==> src/rtl/keypad_matrix_emu.sv <==
// 4x4 keypad contact model with programmable bounce on press and release.
// Optional AUTO_RELEASE_EN: held key releases itself after HOLD_CYCLES.
module keypad_matrix_emu #(
  parameter int BOUNCE_TOGGLES = 2,
  parameter int BOUNCE_PERIOD  = 3,
  parameter int HOLD_CYCLES    = 200,
  parameter int CNT_W          = 16
) (
  input  logic       Clk1,
  input  logic       Rst_n,
  input  logic [3:0] Row,
  output logic [3:0] Column,
  input  logic [3:0] Key_code,
  input  logic       Press_req,
  input  logic       Release_req,
  output logic       Busy,
  output logic       Pressed
);

  typedef enum logic [1:0] {
    IDLE,
    PRESS_BNC,
    HELD,
    REL_BNC
  } state_t;

  localparam int PH_N = 2 * BOUNCE_TOGGLES;
  localparam bit CLEAN = (BOUNCE_TOGGLES == 0);
  localparam logic [CNT_W-1:0] PER_LAST =
    CNT_W'((BOUNCE_PERIOD > 0) ? BOUNCE_PERIOD - 1 : 0);
  localparam logic [CNT_W-1:0] PH_LAST =
    CNT_W'((PH_N > 0) ? PH_N - 1 : 0);
  localparam logic [CNT_W-1:0] HOLD_LAST =
    CNT_W'((HOLD_CYCLES > 0) ? HOLD_CYCLES - 1 : 0);

  state_t           state;
  logic             contact;
  logic [3:0]       key;
  logic [CNT_W-1:0] pcnt;
  logic [CNT_W-1:0] pidx;
  logic [CNT_W-1:0] pidx_nx;
  logic             rel_pend;
  logic             ph_end;
  logic             bnc_done;
  logic             rel_go;

  assign pidx_nx  = pidx + 1'b1;
  assign ph_end   = (pcnt == PER_LAST);
  assign bnc_done = ph_end && (pidx == PH_LAST);

`ifdef AUTO_RELEASE_EN
  logic [CNT_W-1:0] hcnt;
  logic             hold_exp;

  assign hold_exp = (state == HELD) && (hcnt == HOLD_LAST);
  assign rel_go   = Release_req | rel_pend | hold_exp;

  // Restarts on every HELD entry since it idles at 0 outside HELD.
  always_ff @(posedge Clk1 or negedge Rst_n) begin
    if (!Rst_n) begin
      hcnt <= '0;
    end else if (state != HELD) begin
      hcnt <= '0;
    end else if (!hold_exp) begin
      hcnt <= hcnt + 1'b1;
    end
  end
`else
  logic unused_hold;

  assign unused_hold = ^HOLD_LAST;
  assign rel_go      = Release_req | rel_pend;
`endif

  always_ff @(posedge Clk1 or negedge Rst_n) begin
    if (!Rst_n) begin
      state    <= IDLE;
      contact  <= 1'b0;
      key      <= '0;
      pcnt     <= '0;
      pidx     <= '0;
      rel_pend <= 1'b0;
      Busy     <= 1'b0;
      Pressed  <= 1'b0;
    end else begin
      unique case (state)
        IDLE: begin
          if (Press_req) begin
            key      <= Key_code;
            pcnt     <= '0;
            pidx     <= '0;
            rel_pend <= 1'b0;
            contact  <= 1'b1;
            Busy     <= 1'b1;
            if (CLEAN) begin
              state   <= HELD;
              Pressed <= 1'b1;
            end else begin
              state <= PRESS_BNC;
            end
          end
        end
        PRESS_BNC: begin
          if (Release_req) rel_pend <= 1'b1;
          if (ph_end) begin
            pcnt <= '0;
            if (bnc_done) begin
              state   <= HELD;
              pidx    <= '0;
              contact <= 1'b1;
              Pressed <= 1'b1;
            end else begin
              pidx    <= pidx_nx;
              contact <= ~pidx_nx[0];
            end
          end else begin
            pcnt <= pcnt + 1'b1;
          end
        end
        HELD: begin
          if (rel_go) begin
            rel_pend <= 1'b0;
            pcnt     <= '0;
            pidx     <= '0;
            contact  <= 1'b0;
            Pressed  <= 1'b0;
            if (CLEAN) begin
              state <= IDLE;
              Busy  <= 1'b0;
            end else begin
              state <= REL_BNC;
            end
          end
        end
        REL_BNC: begin
          if (ph_end) begin
            pcnt <= '0;
            if (bnc_done) begin
              state   <= IDLE;
              pidx    <= '0;
              contact <= 1'b0;
              Busy    <= 1'b0;
            end else begin
              pidx    <= pidx_nx;
              contact <= pidx_nx[0];
            end
          end else begin
            pcnt <= pcnt + 1'b1;
          end
        end
        default: begin
          state <= IDLE;
        end
      endcase
    end
  end

  // Zero-latency return path: only the latched column can be pulled low.
  always_comb begin
    Column = 4'b1111;
    if (contact && !Row[key[3:2]]) Column[key[1:0]] = 1'b0;
  end

endmodule
==> config.mk <==
export PLATFORM = sky130hd
export DESIGN_NAME = keypad_matrix_emu
export DESIGN_NICKNAME = d
export VERILOG_FILES = /design/src/rtl/keypad_matrix_emu.sv
export SDC_FILE = /design/constraint.sdc
export NUM_CORES = 1
export LEC_CHECK = 0
export BUFFER_PORTS_ARGS = -buffer_cell sky130_fd_sc_hd__buf_2
export CELL_PAD_IN_SITES_DETAIL_PLACEMENT = 0
export CELL_PAD_IN_SITES_GLOBAL_PLACEMENT = 1
export CORE_UTILIZATION = 48
export CTS_BUF_LIST = sky130_fd_sc_hd__clkbuf_8
export DETAILED_ROUTE_END_ITERATION = 7
export GPL_ROUTABILITY_DRIVEN = 0
export GPL_TIMING_DRIVEN = 1
export PLACE_DENSITY = 0.78
export RECOVER_POWER = 100
export SYNTH_ARGS = -nofsm -noshare
export SYNTH_HDL_FRONTEND = slang
export SYNTH_SLANG_ARGS = --single-unit
==> constraint.sdc <==
create_clock -name Clk1 -period 2.79 [get_ports Clk1]
set_input_delay 0.279 -clock Clk1 [delete_from_list [all_inputs] [get_ports Clk1]]
set_output_delay 0.279 -clock Clk1 [all_outputs]
set_load 0.01 [all_outputs]
==> key figures, run 1 <==
Run status
  • Run status: finished with violations
  • Violated checks: max-capacitance violations, max-slew violations

Synth
  • Syn Inst Count: 254
  • Top area cells in the synthesized netlist: sky130_fd_sc_hd__dfrtp_1, sky130_fd_sc_hd__xor2_1, sky130_fd_sc_hd__nor2_1
  • Cell type contributing the most total cell area after synthesis: sky130_fd_sc_hd__dfrtp_1
  • Yosys warning count: 0
  • Area share of the largest cell type after synthesis: a little over two fifths
  • Synthesized area: approximately 2400 um2
  • Number of different library cells in the post-synthesis netlist: 51
  • Prevailing post-synth register cell: sky130_fd_sc_hd__dfrtp_1
  • Mean instance size in the synthesized netlist: 9.57 um2
  • Proportion of synthesized flip-flops having asynchronous set or reset: 100%
  • Share of the yosys chip area belonging to registers: between 40% and 50%
  • Syn_nets: 273
  • Number of enable flip-flop cells after synthesis: 0
  • Synthesized flop and latch total: between 40 and 50

Cells and area
  • Filler Cell Count: approximately 460
  • Most common cell after layout, fill and taps aside: sky130_fd_sc_hd__dfrtp_1
  • Synth-to-Final Area Change: 9.01%
  • Share of layout cells above drive strength 1: approximately 14%
  • Most frequent cells in the layout: sky130_fd_sc_hd__dfrtp_1, sky130_fd_sc_hd__nor2_1, sky130_fd_sc_hd__nand4_1, sky130_fd_sc_hd__nand2_1, sky130_fd_sc_hd__o21ai_0
  • Number of nets in the layout: ~300
  • Number of diodes added for antenna fixing: 0

Timing
  • Slew at the pin closest to its max-slew limit: 2260 ps
  • Final setup violation count: 0
  • Setup repair after global routing missed its margin: false
  • Normalized max-slew margin: -50.5%
  • Fmax: between 0.4 and 0.5 GHz
  • Min Hold Slack: 211 ps
  • Number of endpoints with negative hold slack in the final report: 0
  • Ratio of final minimum period to clock period: between 80% and 90%
  • Setup Skew: ~5.4 ps
  • Final critical-path required period: ~2500 ps
  • Max-slew violations: 43
  • Setup TNS after final layout: 0 ps
  • Post-route worst setup slack: between 300 and 400 ps

Floorplanning
  • Starting utilization of the core area: around 51%
  • Die area: ~5400 um2
  • I/O pin total: 18
  • Width of the die: 73.2 um
  • Vert. Die Dim: roughly 73 um
  • Placeable core region: 4790 um2
  • Placement Rows: 25

Placed design
  • Final HPWL from detailed placement: 3530 um
  • Post-place setup slack: roughly 360 ps
  • Input/output buffers: 17

Global route
  • Number of global-route vias before repair: ~1800
  • GR met1 Demand/Resource: between 30 and 40%
  • GR met3 Demand/Resource: 4.14%
  • Overall fraction of global-route tracks in use: about a fifth
  • Most congested layer reported by global routing: met2
  • Met2 usage: 31.5%
  • Maximum number of pins on one net before global-route repair: 43
  • Global-route wire length before repair: around 8600 um
  • Overflow left after global routing: 0
  • Antenna violations before repair: 0

Drt
  • Via density per instance: approximately 5.6
  • Routed length per placed instance: 14.7 um
  • Drt pass-1 iters: 4
  • Number of vias in the routed layout: between 1500 and 2000
  • Aggregate routed wire length: between 5000 and 6000 um
  • Antenna violation net count after detailed routing: 0
  • Initial detailed-routing violation count: between 100 and 150
  • Count of unresolved DRC violations after routing: 0

Critical path
  • CP max-delay cell: sky130_fd_sc_hd__o41a_1
  • Crit end category: flop
  • CP max FO: 8
  • Worst Reg-to-Reg Cells: 7
  • Critical setup path kind: flop to flop
  • Slowest stage delay, CP: ~620 ps
  • Critical Path RT: 2980 ps
  • List of cells traversed by the critical path: inv_1 > ha_1 > or4b_1 > o41a_1 > nor4_4 > o21ai_0 > a21o_1
  • Worst reg-to-reg setup slack: ~320 ps
  • Crit start category: flop
  • Capturing point of the worst reg2reg path: pidx[9]$_DFFE_PN0P_
  • Worst reg2reg path startpoint: pcnt[0]$_DFFE_PN0P_
  • CP Data Arrival Time: ~2700 ps

Power
  • Relative contribution of sequential cells to total power: a little under two fifths
  • Total design power: roughly 2.1 mW
  • Switching part of the total power: 40.4%
  • Clock Power Share: a little under a fifth
  • Combinational Power Share: between 40% and 50%
  • Leakage power total: around 1.2 nW
  • Maximum resistive drop on vdd: 0.000340 V
  • Power dissipated by switching net loads: 867 uW
  • Internal power: 1.28 mW
  • Pwr per Cell Area: between 800 and 900 nW/um2

Min path
  • Class of the most critical hold timing path: input port to flop
  • End point of the most critical hold path: key[0]$_DFFE_PN0P_
  • Critical hold path startpoint: Key_code[0]
  • Hold Crit Depth: 2

CTS
  • Clock insertion delay at the later pin of the skew report: 300 ps
  • Number of setup buffers added after CTS: 0
  • Number of sinks handled by clock tree synthesis: between 40 and 50
  • Hold buffers post-CTS: 0
  • Root buffer cell: sky130_fd_sc_hd__clkbuf_8
  • Register clock-pin slew on the reported worst setup and hold paths: around 80 ps
  • Post-cts gate resize count: 0
  • Clock buffer count from CTS: 5
  • CTS max path bufs: 2
  • TritonCTS clock tree: built
  • Count of H-tree levels built during CTS: 2

Run
  • Number of max-capacitance violations reported: 1
## power by group through the flow
| stage | sequential, mW | clock, mW | combinational, mW |
|---|---|---|---|
| CTS | 0.801 | 0.418 | 0.963 |
| global route | 0.816 | 0.441 | 1.07 |
| detailed placement | 0.813 | 0 | 0.958 |
| global placement | 0.810 | 0 | 0.950 |
| finish | 0.801 | 0.406 | 0.938 |
| floorplan | 0.790 | 0 | 0.752 |
## sequential cells by signal, indices dropped and copies added (netlist names)
name / cells
key: 4
Busy: 1
state: 2
pidx: 16
pcnt: 16
contact: 1
Pressed: 1
rel_pend: 1
## synth_stat cells, types with 2 or more instances
master	count
sky130_fd_sc_hd__dfrtp_1	42
sky130_fd_sc_hd__nor2_1	29
sky130_fd_sc_hd__nand4_1	17
sky130_fd_sc_hd__nand2_1	16
sky130_fd_sc_hd__nand3_1	15
sky130_fd_sc_hd__o21ai_0	15
sky130_fd_sc_hd__xor2_1	15
sky130_fd_sc_hd__nor3_1	9
sky130_fd_sc_hd__ha_1	7
sky130_fd_sc_hd__inv_1	7
sky130_fd_sc_hd__and3_1	6
sky130_fd_sc_hd__nor4_1	6
sky130_fd_sc_hd__a21oi_1	5
sky130_fd_sc_hd__clkbuf_1	5
sky130_fd_sc_hd__mux2_2	5
sky130_fd_sc_hd__xnor2_1	4
sky130_fd_sc_hd__a21o_1	3
sky130_fd_sc_hd__a22o_1	3
sky130_fd_sc_hd__nor2b_1	3
sky130_fd_sc_hd__nor4b_1	3
sky130_fd_sc_hd__o31ai_1	3
sky130_fd_sc_hd__buf_2	2
sky130_fd_sc_hd__clkbuf_8	2
sky130_fd_sc_hd__nand2b_1	2
sky130_fd_sc_hd__nor3b_1	2
sky130_fd_sc_hd__or2_2	2
sky130_fd_sc_hd__or4_1	2
## metrics by stage
stage               std cells  instance area, um2  utilization, %
floorplan                 254                2430               -
global placement          333                2570            53.8
detailed placement        333                2570            53.8
CTS                       341                2670            55.7
global route              341                2650            55.4
finish                    341                2650            55.4
## how the worst max path moves through the flow
stage | slack [ps] | end | from
6_report | 320 | pidx[9]$_DFFE_PN0P_ | pcnt[0]$_DFFE_PN0P_
5_1_grt | 140 | pidx[0]$_DFFE_PN0P_ | state[0]$_DFFE_PN0P_
4_1_cts | 330 | pidx[10]$_DFFE_PN0P_ | pcnt[0]$_DFFE_PN0P_
3_5_place_dp | 360 | pidx[10]$_DFFE_PN0P_ | pcnt[0]$_DFFE_PN0P_
3_3_place_gp | 400 | pidx[9]$_DFFE_PN0P_ | pcnt[0]$_DFFE_PN0P_
2_1_floorplan | 530 | pidx[9]$_DFFE_PN0P_ | pcnt[0]$_DFFE_PN0P_
## critical path: cells and delay by family, from the launching register on
family	cells	cell delay (ps)
AO/OA/AOI/OAI	3	920
adder cells (fa/ha/maj)	1	150
buffers and inverters	1	70
flip-flops	1	420
AND/OR/NAND/NOR	2	800
## kinds of logic (layout without fill, tap and decap cells)
logic type / after synthesis / after routing / synth area share (%)
fa+ha+maj: 7 / 7 / 3.60
xor+xnor: 19 / 19 / 6.85
buf+inv: 18 / 38 / 4.01
flops: 42 / 42 / 43.2
mux: 7 / 7 / 3.65
simple gates: 125 / 125 / 28.9
compound gates: 36 / 36 / 9.73
## final cells by class
type                            instances  area [um2]  share of cell area (%)
Inverter                                7        26.3                   0.992
Timing Repair Buffer                   23         119                    4.49
Multi-Input combinational cell        194        1280                    48.3
Sequential cell                        42        1050                    39.7
Clock buffer                            6        82.6                    3.12
Tap cell                               67        83.8                    3.16
Clock inverter                          2        8.76                   0.331
## routing by layer
metal	part of all wire, %	wire length [um]	up-vias
li1	-	-	962
met1	52	2620	911
met2	44	2200	33
met3	3.0	149	6
met4	0.84	42	0
met5	0	0	-
Note: power is estimated with default switching activity, not from simulation.
==> run 2, diff against run 1 <==
--- a/config.mk
+++ b/config.mk
@@ -8,12 +8,12 @@
 export BUFFER_PORTS_ARGS = -buffer_cell sky130_fd_sc_hd__buf_2
 export CELL_PAD_IN_SITES_DETAIL_PLACEMENT = 0
 export CELL_PAD_IN_SITES_GLOBAL_PLACEMENT = 1
-export CORE_UTILIZATION = 48
+export CORE_UTILIZATION = 45
 export CTS_BUF_LIST = sky130_fd_sc_hd__clkbuf_8
 export DETAILED_ROUTE_END_ITERATION = 7
 export GPL_ROUTABILITY_DRIVEN = 0
 export GPL_TIMING_DRIVEN = 1
-export PLACE_DENSITY = 0.78
+export PLACE_DENSITY = 0.74
 export RECOVER_POWER = 100
 export SYNTH_ARGS = -nofsm -noshare
 export SYNTH_HDL_FRONTEND = slang
==> run 2 against run 1 <==
  * Worst hold slack gained 4.0 ps
  * The run still ends with max-capacitance violations, max-slew violations left
  * Core utilization decreased by 3.9 points
  * Largest power group unchanged
  * Non-clock buffer count is 1 lower
  * Die area increased by 6.5%
  * Count of clock-buffer cells in the layout is 1 lower
  * Clock skew is 1.2 ps higher
  * First-iteration DRC count increased by 6.3%
==> key figures, run 2 (same netlist as run 1, synthesis figures left out) <==
Run status
  • Run status: finished with violations
  • Violated checks: max-capacitance violations, max-slew violations

Critical path
  • Critical Path RT: 2970 ps (about the same)
  • Critical setup path kind: flop to flop
  • Worst reg2reg path startpoint: pcnt[0]$_DFFE_PN0P_
  • Worst reg-to-reg setup slack: 270 ps (-50 ps)
  • Capturing point of the worst reg2reg path: pidx[12]$_DFFE_PN0P_
  • Worst Reg-to-Reg Cells: 8 (+1)
  • Crit end category: flop
  • Crit start category: flop
  • CP max FO: 20 (+12)
  • CP Data Arrival Time: 2700 ps (+50 ps)

Timing
  • Ratio of final minimum period to clock period: 90.3% (+1.9 points)
  • Setup repair after global routing missed its margin: false
  • Setup TNS after final layout: 0 ps (unchanged)
  • Normalized max-slew margin: -52.4% (-1.9 points)
  • Slew at the pin closest to its max-slew limit: 2290 ps (+28.1 ps)
  • Number of endpoints with negative hold slack in the final report: 0 (unchanged)
  • Min Hold Slack: 215 ps (+3.96 ps)
  • Max-slew violations: 43 (unchanged)
  • Final critical-path required period: 2520 ps (+54.2 ps)
  • Post-route worst setup slack: 270 ps (-54.2 ps)
  • Setup Skew: 6.58 ps (+1.19 ps)
  • Final setup violation count: 0 (unchanged)
  • Fmax: 0.397 GHz (-2.1%)

Drt
  • Routed length per placed instance: 15.1 um (+3.0%)
  • Number of vias in the routed layout: 1932 (+1.0%)
  • Antenna violation net count after detailed routing: 0 (unchanged)
  • Via density per instance: 5.63 (+0.46%)
  • Initial detailed-routing violation count: 118 (+6.3%)
  • Count of unresolved DRC violations after routing: 0 (unchanged)
  • Aggregate routed wire length: 5190 um (+3.6%)
  • Drt pass-1 iters: 4 (unchanged)

Global route
  • Maximum number of pins on one net before global-route repair: 43 (unchanged)
  • Number of global-route vias before repair: 1808 (+2.7%)
  • Antenna violations before repair: 0 (unchanged)
  • Overflow left after global routing: 0 (unchanged)
  • Overall fraction of global-route tracks in use: 20.4% (-0.74 points)
  • Global-route wire length before repair: 8750 um (+2.2%)

CTS
  • Count of H-tree levels built during CTS: 2 (unchanged)
  • Number of setup buffers added after CTS: 0 (unchanged)
  • Number of sinks handled by clock tree synthesis: 42 (unchanged)
  • CTS max path bufs: 2 (unchanged)
  • Root buffer cell: sky130_fd_sc_hd__clkbuf_8
  • Register clock-pin slew on the reported worst setup and hold paths: 80 ps (about the same)
  • TritonCTS clock tree: built
  • Clock insertion delay at the later pin of the skew report: 290 ps (about the same)
  • Hold buffers post-CTS: 0 (unchanged)
  • Clock buffer count from CTS: 5 (unchanged)
  • Post-cts gate resize count: 0 (unchanged)

Cells and area
  • Share of layout cells above drive strength 1: 13.2% (-0.68 points)
  • Synth-to-Final Area Change: 8.85%
  • Final instance area: 2650 um2 (-0.14%)
  • Registers with the most flip-flops: pcnt (16), pidx (16), key (4)
  • Most common cell after layout, fill and taps aside: sky130_fd_sc_hd__dfrtp_1
  • Final instance count without filler cells: 343 (+0.59%)
  • Most frequent cells in the layout: sky130_fd_sc_hd__dfrtp_1, sky130_fd_sc_hd__nor2_1, sky130_fd_sc_hd__nand4_1, sky130_fd_sc_hd__nand2_1
  • Flip-flop and latch area: 1050 um2 (unchanged)
  • Area occupied by multi-input gates: 1260 um2 (-1.1%)
  • Fraction of the core area covered by cells at the end of the flow: 51.5% (-3.9 points)
  • Filler Cell Count: 534 (+17%)
  • Number of diodes added for antenna fixing: 0 (unchanged)
  • Number of nets in the layout: 291 (-0.34%)

Power
  • Maximum resistive drop on vdd: 0.000507 V (+49%)
  • Total design power: 2.19 mW (+2.1%)
  • Pwr per Cell Area: 828 nW/um2 (+2.3%)
  • Leakage power total: 1.15 nW (-0.35%)

Floorplanning
  • Starting utilization of the core area: 47.3% (-3.5 points)
  • I/O pin total: 18 (unchanged)
  • Width of the die: 75.5 um (+3.2%)
  • Placement Rows: 26 (+4.0%)
  • Vert. Die Dim: 75.5 um (+3.2%)
  • Die area: 5700 um2 (+6.5%)
  • Placeable core region: 5140 um2 (+7.4%)

Placed design
  • Standard cell area after detailed placement: 2570 um2 (-0.15%)
  • Instance count after placement with tap cells included: 335 (+0.60%)
  • Input/output buffers: 17 (unchanged)
  • Final HPWL from detailed placement: 3560 um (+0.83%)
  • Post-place setup slack: 377 ps (+14.1 ps)

Min path
  • Critical hold path startpoint: Key_code[1]
  • Hold Crit Depth: 2 (unchanged)
  • End point of the most critical hold path: key[1]$_DFFE_PN0P_
  • Class of the most critical hold timing path: input port to flop

Run
  • Number of max-capacitance violations reported: 1 (unchanged)
run 2: metal layers:
metal / vias to the layer above / part of all wire, % / track usage [%]
met5: - / 0 / 0
met4: 0 / 0.65 / 4.94
met3: 4 / 3.6 / 4.10
met2: 30 / 44 / 31.7
met1: 939 / 52 / 29.5
li1: 959 / - / -
run 2: cell type report:
type	count	area share [%]
multi-input combinational	194	47.8
sequential	42	39.7
timing repair buffer	22	4.07
tap	70	3.31
clock buffer	5	2.60
clock inverter	3	1.51
inverter	7	0.993
run 2: worst max-delay path by stage:
stage | cells after the start | from | to | slack (ps)
6_report | 8 | pcnt[0]$_DFFE_PN0P_ | pidx[12]$_DFFE_PN0P_ | 270
5_1_grt | 7 | pcnt[0]$_DFFE_PN0P_ | pidx[9]$_DFFE_PN0P_ | 100
4_1_cts | 7 | pcnt[0]$_DFFE_PN0P_ | pidx[9]$_DFFE_PN0P_ | 350
3_5_place_dp | 7 | pcnt[0]$_DFFE_PN0P_ | pidx[9]$_DFFE_PN0P_ | 380
3_3_place_gp | 7 | pcnt[0]$_DFFE_PN0P_ | pidx[9]$_DFFE_PN0P_ | 400
2_1_floorplan | 8 | pcnt[0]$_DFFE_PN0P_ | pidx[9]$_DFFE_PN0P_ | 530
run 2: power breakdown:
part | internal [mW] | switching [mW] | leakage, nW | total, mW
Sequential | 0.708 | 0.0929 | 0.558 | 0.801
Combinational | 0.347 | 0.565 | 0.537 | 0.912
Clock | 0.264 | 0.214 | 0.0579 | 0.477
run 2: critical path: stages (launching register included):
cell	delay (ps)
sky130_fd_sc_hd__dfrtp_1	410
sky130_fd_sc_hd__inv_1	70
sky130_fd_sc_hd__ha_1	150
sky130_fd_sc_hd__or4b_1	470
sky130_fd_sc_hd__o41ai_1	470
sky130_fd_sc_hd__clkbuf_2	440
sky130_fd_sc_hd__nand4_1	180
sky130_fd_sc_hd__xor2_1	170
sky130_fd_sc_hd__nor2_1	50
==> run 3, diff against run 2 <==
--- a/config.mk
+++ b/config.mk
@@ -5,6 +5,7 @@
 export SDC_FILE = /design/constraint.sdc
 export NUM_CORES = 1
 export LEC_CHECK = 0
+export ABC_AREA = 1
 export BUFFER_PORTS_ARGS = -buffer_cell sky130_fd_sc_hd__buf_2
 export CELL_PAD_IN_SITES_DETAIL_PLACEMENT = 0
 export CELL_PAD_IN_SITES_GLOBAL_PLACEMENT = 1
@@ -13,7 +14,8 @@
 export DETAILED_ROUTE_END_ITERATION = 7
 export GPL_ROUTABILITY_DRIVEN = 0
 export GPL_TIMING_DRIVEN = 1
-export PLACE_DENSITY = 0.74
+export HOLD_SLACK_MARGIN = 0.02
+export PLACE_DENSITY = 0.79
 export RECOVER_POWER = 100
 export SYNTH_ARGS = -nofsm -noshare
 export SYNTH_HDL_FRONTEND = slang
==> constraint.sdc (replaced) <==
create_clock -name Clk1 -period 2.79 [get_ports Clk1]
set_input_delay 0.1395 -clock Clk1 [delete_from_list [all_inputs] [get_ports Clk1]]
set_output_delay 0.1395 -clock Clk1 [all_outputs]
set_load 0.01 [all_outputs]
==> run 3 against run 2 <==
  * The run still ends with max-capacitance violations, max-slew violations left
  * Clock power shrank 15%
  * Cell count rose by 37%
  * Register-to-register slack improved by 170 ps
  * Flip-flop and latch count stayed put
  * Synthesized cell count rose by 48%
  * Critical path depth unchanged
  * Core utilization fell by 0.54 points
  * Maximum frequency is 7.4% higher
  * Via count increased by 25%
  * Wire length grew 11%
  * Non-clock buffer count is 3 lower
  * Sequential power decreased by 2.9%
  * Critical endpoint is now pcnt[7]$_DFFE_PN0P_
  * Largest cell class unchanged
==> key figures, run 3 <==
Run status
  • Run status: finished with violations
  • Violated checks: max-capacitance violations, max-slew violations

Critical path
  • Capturing point of the worst reg2reg path: pcnt[7]$_DFFE_PN0P_
  • Critical Path RT: 2950 ps (-20 ps)
  • Capture point of the worst path: pcnt[7]$_DFFE_PN0P_
  • Worst reg-to-reg setup slack: 440 ps (+170 ps)
  • CP Data Arrival Time: 2510 ps (-190 ps)
  • Crit start category: flop
  • Worst reg2reg path startpoint: state[0]$_DFFE_PN0P_
  • Critical setup path kind: flop to flop
  • Timing startpoint of the critical path: state[0]$_DFFE_PN0P_
  • Crit end category: flop
  • CP max FO: 12 (-40%)
  • Worst Reg-to-Reg Cells: 8 (unchanged)

Global route
  • GR met1 Demand/Resource: 29.5% (+0.040 points)
  • Maximum number of pins on one net before global-route repair: 43 (unchanged)
  • Number of global-route vias before repair: 2256 (+25%)
  • Overflow left after global routing: 0 (unchanged)
  • Met2 usage: 35.9% (+4.2 points)
  • Most congested layer reported by global routing: met2
  • Overall fraction of global-route tracks in use: 21.6% (+1.2 points)
  • Global-route wire length before repair: 10400 um (+19%)
  • Antenna violations before repair: 0 (unchanged)
  • GR met3 Demand/Resource: 3.53% (-0.57 points)

Synth
  • Syn_nets: 395 (+45%)
  • Area share of the largest cell type after synthesis: 40.5% (-2.8 points)
  • Proportion of synthesized flip-flops having asynchronous set or reset: 100% (unchanged)
  • Syn Inst Count: 376 (+48%)
  • Most common cell in the synthesized netlist: sky130_fd_sc_hd__nand2_1
  • Mean instance size in the synthesized netlist: 6.91 um2 (-28%)
  • Prevailing post-synth register cell: sky130_fd_sc_hd__dfrtp_1
  • Share of the yosys chip area belonging to registers: 40.5% (-2.8 points)
  • Top area cells in the synthesized netlist: sky130_fd_sc_hd__dfrtp_1, sky130_fd_sc_hd__nand2_1, sky130_fd_sc_hd__nor2_1
  • Synthesized flop and latch total: 42 (unchanged)
  • Synthesized area: 2600 um2 (+6.8%)
  • Number of enable flip-flop cells after synthesis: 0 (unchanged)
  • Yosys warning count: 0 (unchanged)
  • Most frequent cells after synthesis: sky130_fd_sc_hd__nand2_1, sky130_fd_sc_hd__nor2_1, sky130_fd_sc_hd__inv_1
  • Number of different library cells in the post-synthesis netlist: 27 (-47%)
  • Cell type contributing the most total cell area after synthesis: sky130_fd_sc_hd__dfrtp_1

CTS
  • Number of setup buffers added after CTS: 0 (unchanged)
  • TritonCTS clock tree: built
  • Clock insertion delay at the later pin of the skew report: 300 ps (about the same)
  • Post-cts gate resize count: 0 (unchanged)
  • Root buffer cell: sky130_fd_sc_hd__clkbuf_8
  • Number of sinks handled by clock tree synthesis: 42 (unchanged)
  • Register clock-pin slew on the reported worst setup and hold paths: 80 ps (about the same)
  • CTS max path bufs: 2 (unchanged)
  • Clock buffer count from CTS: 5 (unchanged)
  • Count of H-tree levels built during CTS: 2 (unchanged)
  • Hold buffers post-CTS: 0 (unchanged)

Placed design
  • Input/output buffers: 17 (unchanged)
  • Final HPWL from detailed placement: 4270 um (+20%)
  • Standard cell area after detailed placement: 2750 um2 (+7.0%)

Timing
  • Fmax: 0.426 GHz (+7.4%)
  • Final critical-path required period: 2350 ps (-173 ps)
  • Setup Skew: 10.4 ps (+3.78 ps)
  • Ratio of final minimum period to clock period: 84.1% (-6.2 points)
  • Setup TNS after final layout: 0 ps (unchanged)
  • Slew at the pin closest to its max-slew limit: 2240 ps (-46.3 ps)
  • Min Hold Slack: 76.3 ps (-139 ps)
  • Number of endpoints with negative hold slack in the final report: 0 (unchanged)
  • Setup repair after global routing missed its margin: false
  • Final setup violation count: 0 (unchanged)
  • Normalized max-slew margin: -49.3% (+3.1 points)
  • Max-slew violations: 43 (unchanged)

Run
  • Number of max-capacitance violations reported: 1 (unchanged)

Floorplanning
  • I/O pin total: 18 (unchanged)
  • Die area: 6080 um2 (+6.7%)
  • Starting utilization of the core area: 46.9% (-0.41 points)
  • Placement Rows: 27 (+3.8%)
  • Placeable core region: 5540 um2 (+7.8%)
  • Vert. Die Dim: 78.0 um (+3.3%)
  • Width of the die: 78.0 um (+3.3%)

Cells and area
  • Final instance area: 2820 um2 (+6.7%)
  • Share of layout cells above drive strength 1: 6.30% (-6.9 points)
  • Filler Cell Count: 553 (+3.6%)
  • Most frequent cells in the layout: sky130_fd_sc_hd__nand2_1, sky130_fd_sc_hd__nor2_1, sky130_fd_sc_hd__inv_1, sky130_fd_sc_hd__dfrtp_1, sky130_fd_sc_hd__o21ai_0
  • Most common cell after layout, fill and taps aside: sky130_fd_sc_hd__nand2_1
  • Registers with the most flip-flops: pcnt (16), pidx (16), key (4)
  • Synth-to-Final Area Change: 8.67%
  • Number of diodes added for antenna fixing: 0 (unchanged)
  • Number of nets in the layout: 415 (+43%)

Min path
  • Class of the most critical hold timing path: input port to flop
  • Critical hold path startpoint: Key_code[3]

Drt
  • Routed length per placed instance: 12.3 um (-19%)
  • Drt pass-1 iters: 5 (+1)
  • Via density per instance: 5.13 (-8.9%)
  • Count of unresolved DRC violations after routing: 0 (unchanged)
  • Number of vias in the routed layout: 2406 (+25%)
  • Initial detailed-routing violation count: 118 (unchanged)
  • Antenna violation net count after detailed routing: 0 (unchanged)
  • Aggregate routed wire length: 5780 um (+11%)

Power
  • Pwr per Cell Area: 729 nW/um2 (-12%)
  • Leakage power total: 1.34 nW (+16%)
  • Maximum resistive drop on vdd: 0.000293 V (-42%)
[run 3: cell types whose count changed in the layout (fill, tap and decap cells not counted), moves of 7 or more]
cell,change
sky130_fd_sc_hd__xor2_1,-11
sky130_fd_sc_hd__nor2_1,+27
sky130_fd_sc_hd__nand2_1,+92
sky130_fd_sc_hd__o21ai_0,+14
sky130_fd_sc_hd__inv_1,+42
sky130_fd_sc_hd__nand3_1,+8
sky130_fd_sc_hd__a21oi_1,+7
[run 3: worst min-delay path by stage]
stage	endpoint	slack (ps)	depth (start not counted)
6_report	key[3]$_DFFE_PN0P_	80	2
5_1_grt	key[3]$_DFFE_PN0P_	80	2
4_1_cts	pcnt[11]$_DFFE_PN0P_	30	1
3_5_place_dp	pcnt[1]$_DFFE_PN0P_	350	1
3_3_place_gp	pcnt[1]$_DFFE_PN0P_	350	1
2_1_floorplan	Busy$_DFFE_PN0P_	-160	0
[run 3: metrics by stage]
stage	instances	utilization, %	worst slack, ps	power (mW)
floorplan	376	-	1230	1.47
global placement	461	49.6	656	1.69
detailed placement	461	49.6	644	1.69
CTS	469	51.3	611	2.11
global route	469	50.9	212	2.24
finish	469	50.9	443	2.06
[run 3: report_power, final]
group          internal [mW]  total, mW  switching [mW]
registers              0.708      0.778          0.0703
logic                  0.256      0.873           0.616
clock network          0.196      0.407           0.210
[run 3: critical path, stage by stage, from the launching register on]
cell and delay [ps]:
sky130_fd_sc_hd__dfrtp_1 400, sky130_fd_sc_hd__inv_1 80, sky130_fd_sc_hd__ha_1 250, sky130_fd_sc_hd__nand2_1 110, sky130_fd_sc_hd__nand2_1 280, sky130_fd_sc_hd__inv_1 420, sky130_fd_sc_hd__nand3_1 230, sky130_fd_sc_hd__o21ai_0 320
sky130_fd_sc_hd__a21oi_1 120
[run 3: layout make-up]
class / count / area (um2) / share of cell area [%]
Inverter: 48 / 180 / 6.38
Clock inverter: 2 / 8.76 / 0.310
Sequential cell: 42 / 1050 / 37.2
Timing Repair Buffer: 19 / 88.8 / 3.15
Tap cell: 72 / 90.1 / 3.19
Multi-Input combinational cell: 280 / 1320 / 46.8
Clock buffer: 6 / 82.6 / 2.93
[run 3: layer usage]
| layer | share of wire, % | vias to the layer above |
|---|---|---|
| li1 | - | 1247 |
| met1 | 49 | 1080 |
| met2 | 45 | 74 |
| met3 | 5.1 | 5 |
| met4 | 0.95 | 0 |
| met5 | 0 | - |
[run 3: cells by family (layout without fill, tap and decap cells)]
kind of cell,after synthesis,in the layout,share of synthesized area (%)
and+or+nand+nor,221,221,35.8
buffers and inverters,54,75,8.43
AOI/OAI and AO/OA,47,47,10.1
DFF,42,42,40.5
adders and majority gates,7,7,3.37
xor gates and xnor gates,4,4,1.35
muxes,1,1,0.433
